$ cat src/rtl/cpu_sysid_checker_timer.sv
// Loadable down-counter that stops at zero; used for both the read-latency
// wait and the auto-recheck interval.
module cpu_sysid_checker_timer #(
  parameter int unsigned       WIDTH       = 8,
  parameter logic [WIDTH-1:0]  RESET_VALUE = '0
) (
  input  logic             clock,
  input  logic             reset_n,
  input  logic             load,
  input  logic             enable,
  input  logic [WIDTH-1:0] load_value,
  output logic             zero
);

  localparam logic [WIDTH-1:0] ONE = {{(WIDTH-1){1'b0}}, 1'b1};

  logic [WIDTH-1:0] r_count;

  // Load wins over decrement; the count parks at zero rather than wrapping.
  always_ff @(posedge clock or negedge reset_n) begin
    if (!reset_n) begin
      r_count <= RESET_VALUE;
    end else if (load) begin
      r_count <= load_value;
    end else if (enable && (r_count != '0)) begin
      r_count <= r_count - ONE;
    end
  end

  assign zero = (r_count == '0);

endmodule

$ cat config.mk
export PLATFORM = sky130hd
export DESIGN_NAME = cpu_sysid_checker_timer
export DESIGN_NICKNAME = d
export VERILOG_FILES = /design/src/rtl/cpu_sysid_checker_timer.sv
export SDC_FILE = /design/constraint.sdc
export NUM_CORES = 1
export LEC_CHECK = 0
export ABC_AREA = 1
export BUFFER_PORTS_ARGS = -buffer_cell sky130_fd_sc_hd__buf_2
export CAP_MARGIN = 25
export CELL_PAD_IN_SITES_DETAIL_PLACEMENT = 2
export CELL_PAD_IN_SITES_GLOBAL_PLACEMENT = 2
export CORE_AREA = 2 2 53 55
export DETAILED_ROUTE_END_ITERATION = 8
export DIE_AREA = 0 0 55 57
export PLACE_DENSITY = 0.72
export SLEW_MARGIN = 20
export SYNTH_ARGS = -nofsm -noshare
export SYNTH_HDL_FRONTEND = slang
export SYNTH_SLANG_ARGS = --single-unit
$ cat constraint.sdc
create_clock -name clock -period 1.15 [get_ports clock]
set_input_delay 0.23 -clock clock [delete_from_list [all_inputs] [get_ports clock]]
set_output_delay 0.23 -clock clock [all_outputs]
set_load 0.02 [all_outputs]
# == Word-level counts from Yosys, hierarchy flattened ==
# Index checks and enable logic that the tools add are counted.
# totals
out_inout_bits,1
elab_cells,8
reg_bits,8
in_bits,12
# classes
n_addsub,1
n_mux,2
reduce_logical,4
# op_table
cell,n
$mux 8,2
$logic_not 8->1,1
$reduce_bool 8->1,1
$sub 8x1->8 const B,1
$reduce_bool 2->1,1
$logic_and 1x1->1,1

# == Longest topological paths before layout ==
# depth
ltp_word,4
depth_mapped,8

# == Worst setup path after synthesis ==
# No wires, ideal clock.
# synth_timing
path_type,reg2reg
start,register r_count[0]
end,register r_count[5]
t_required_ps,1025
path_slack_ps,-304
arrival_ps,1329
stages_incl_launch_ff,8
setup_time_ps,125
path_cell_list,dfrtp_1 inv_1 ha_1 nand2_1 nor2_1 nor2_1 nand3_1 nand3_1
# synth_via
elab_chain_len,3
word_cells_on_any_way,6
classes_between,1 x add/sub; 2 x mux; 3 x reduce/logical
# synth_lines
element,line,source
from (decl),17,logic [WIDTH-1:0] r_count;
from (signal assigned),24,r_count <= load_value;
from (signal assigned),26,r_count <= r_count - ONE;
$sub 8x1->8 or $reduce_bool 8->1 (tied branches),"26, 25",
$mux 8 or $logic_and 1x1->1 (tied branches),25,end else if (enable && (r_count != '0)) begin
$mux 8 or $reduce_bool 2->1 (tied branches),--,
# Several ways; a longest one is shown, not always the timed one. The select of a mux whose other input is x is not followed.
# A chain may end at the register's enable or synchronous reset.

# == Worst setup path after layout ==
# layout_timing
start,register r_count[0]
end,output port zero
# layout_via
elab_chain_len,1
# layout_lines
element,line,source
$logic_not 8->1,30,assign zero = (r_count == '0);
to (decl),12,output logic zero
# No other way between the ends.

==> metrics.md <==
| Metric | Value |
|---|---|
| Slew margin rel. | `0.774` |
| Syn nets | `107` |
| GRT Overall Usage | `0.175` |
| Sink Count | `8` |
| Final #Nets | `145` |
| Clock Skew | `0.00716 ns` |
| Post-route setup TNS | `-1.47 ns` |
| # H-tree levels | `1` |
| Share of post-route cells with drive strength above 1 | `0.504` |
| CTS Buffer Depth | `2` |
| PortBufs | `12` |
| Via density | `4.64` |
| DR vias | `743` |
| Ant diodes | `0` |
| Seq cells post-synth | `8` |
| Max-slew violations | `0` |
| RSZ-0062 raised after global routing | `true` |
| Drt drc | `0` |
| DRT antenna net count | `0` |
| Post-Layout Inst Area | `1010 um^2` |
| Placed cell areas | `830 um^2` |
| Rows | `19` |
| Skew-Pair Late Insertion Delay | `0.26 ns` |
| Synth warn | `0` |
| Achievable Freq | `709 MHz` |
| Post-synthesis cell area | `597 um^2` |
| Biggest regs | `r_count x8` |
| Initial antenna violation count | `0` |
| CTS tree | `yes` |
| Final setup vio count | `9` |
| Slack of the critical path | `-0.260 ns` |
| Max VDD drop | `0.554 mV` |
| Num ports | `13` |
| Num CTS Buffers | `3` |
| Critical Path RT | `0.92 ns` |
| Syn_area_per_cell | `6.42 um^2` |
| Post-layout power | `1290 uW` |
| Footprint of the multi-input gates | `455 um^2` |
| Routed WL | `2350 um` |
| GR Overflow Total | `0` |
| Register area | `204 um^2` |
| Post-layout min period | `1.41 ns` |
| Max-cap violations | `0` |
| Largest Register | `r_count` |
| Slew @ Worst Pin | `0.339 ns` |
| Register area share after synthesis | `0.335` |
| Vias in the first global route | `808` |
| Initial DRC count | `5` |
| Critical Path Fanout Max | `2` |
| DRT Pass-1 Iters | `2` |
| Starting Density | `0.228` |
| R2R setup slack | `-0.18 ns` |
| CP startpoint kind | `flip-flop` |
| HPWL after DPL | `1630 um` |
| Root Driver | `clkbuf_4` |
| Violated checks | `setup timing` |
| Final period util | `1.23` |
| Wire length per cell | `14.7 um` |
| Power Dens Cells | `1270 nW/um^2` |
| Largest net degree at the start of global routing | `13` |
| Outcome | `complete, but fails checks` |
| Die area | `3140 um^2` |
| Final Hold Vio Count | `0` |
| Clock-pin slew on the worst setup and hold paths | `0.05 ns` |
| LEAKAGE | `0.000516 uW` |
| Min-Delay Path Class | `in -> reg` |
| Synth unique cells | `16` |
| Critical Path End Type | `output pin` |
| Cells after synthesis | `93` |
| Arrival @ worst endpoint | `1.18 ns` |
| Critical path class | `reg -> out` |
| Routability cong. | `0.731` |
| FILL cells | `318` |
| First-pass GRT wire length | `3890 um` |
| Max reg flops | `8` |
| DIE WIDTH | `55 um` |
| DIE HEIGHT | `57 um` |
| Area Overhead vs Synth | `69.6%` |
| Core region area | `2620 um^2` |
[report_power, final]
group | total (uW) | internal [uW] | switching (uW)
sequential | 381 | 331 | 50.2
clock | 227 | 120 | 107
combinational | 677 | 328 | 349
total | 1290 | 779 | 506
[stage by stage]
stage               worst slack, ns   util  cells  hold slack [ns]
finish                       -0.260  0.387    160            0.197
global route                 -0.318  0.387    160            0.202
CTS                          -0.274  0.367    158            0.189
detailed placement           -0.196  0.317    147            0.100
global placement             -0.144  0.317    147           0.0921
floorplan                   -0.0337      -     93          -0.0656
[final timing paths]
check | cells after the start | to | start
worst max-delay path | 5 | zero | r_count[0]
worst min-delay path | 3 | r_count[6] | load_value[6]
worst max register to register | 7 | r_count[2] | r_count[3]
worst min register to register | 3 | r_count[0] | r_count[0]
max in group asynchronous | 2 | r_count[4] | reset_n
min in group asynchronous | 2 | r_count[2] | reset_n
[placed cells by master (no fill, tap or decap)]
| cell | count |
|---|---|
| ha_4 | 2 |
| nor2_2 | 2 |
| buf_2 | 11 |
| nand3_2 | 1 |
| o21ai_1 | 3 |
| xnor2_1 | 1 |
| clkinv_4 | 1 |
| nor2_4 | 5 |
| nand2_1 | 26 |
| buf_4 | 18 |
| o21ai_0 | 3 |
| clkbuf_4 | 3 |
| nand2_2 | 9 |
| inv_1 | 8 |
| dfrtp_1 | 5 |
| inv_2 | 2 |
| dlygate4sd3_1 | 1 |
| o21ai_4 | 1 |
| nand2_4 | 3 |
| nor2_1 | 3 |
| nand3_1 | 12 |
| nand4_1 | 2 |
| dfrtp_2 | 3 |
| buf_6 | 4 |
[layer usage]
metal,track usage,up-vias,routed length (um)
li1,-,367,-
met1,0.230,363,1060
met2,0.287,9,1220
met3,0.0236,4,37
met4,0.0627,0,32
met5,0,-,0
[logic make-up (layout without fill, tap and decap cells)]
logic type,after synthesis,count (layout),synth area share
compound gates,7,7,0.0776
fa+ha+maj,2,2,0.0419
flops,8,8,0.335
xor+xnor,1,1,0.0147
buf+inv,12,48,0.0776
simple gates,63,63,0.453
[synth_stat cells, drive strengths merged]
library cell	number	area (um^2)
o21ai	7	46.3
xnor2	1	8.76
dfrtp	8	200
clkbuf	1	3.75
ha	2	25.0
nand2	38	153
clkinv	1	5.00
nand3	13	65.1
nand4	2	12.5
nor2	10	40.0
inv	10	37.5
[critical path, stage by stage, from the launching register on]
cell and delay (ns):
dfrtp_1 0.39, inv_2 0.08, ha_4 0.14, nand2_4 0.06, nor2_4 0.12, buf_6 0.12
[final cells by class]
class,instances,share of cell area
repair buffers,34,0.242
flip-flops and latches,8,0.201
clock buffers,3,0.0222
multi-input cells,73,0.450
well taps,31,0.0383
inverters,11,0.0457
[timing repair]
action | in CTS | in global routing
resized for setup | 15 | 13
buffers inserted | 7 | 2
hold buffers | 1 | 0
endpoints found under the hold margin | 8 | 0
endpoints found under the setup margin | 9 | 9
pin swaps | 3 | 7
Power figures use the tool's default switching activity.
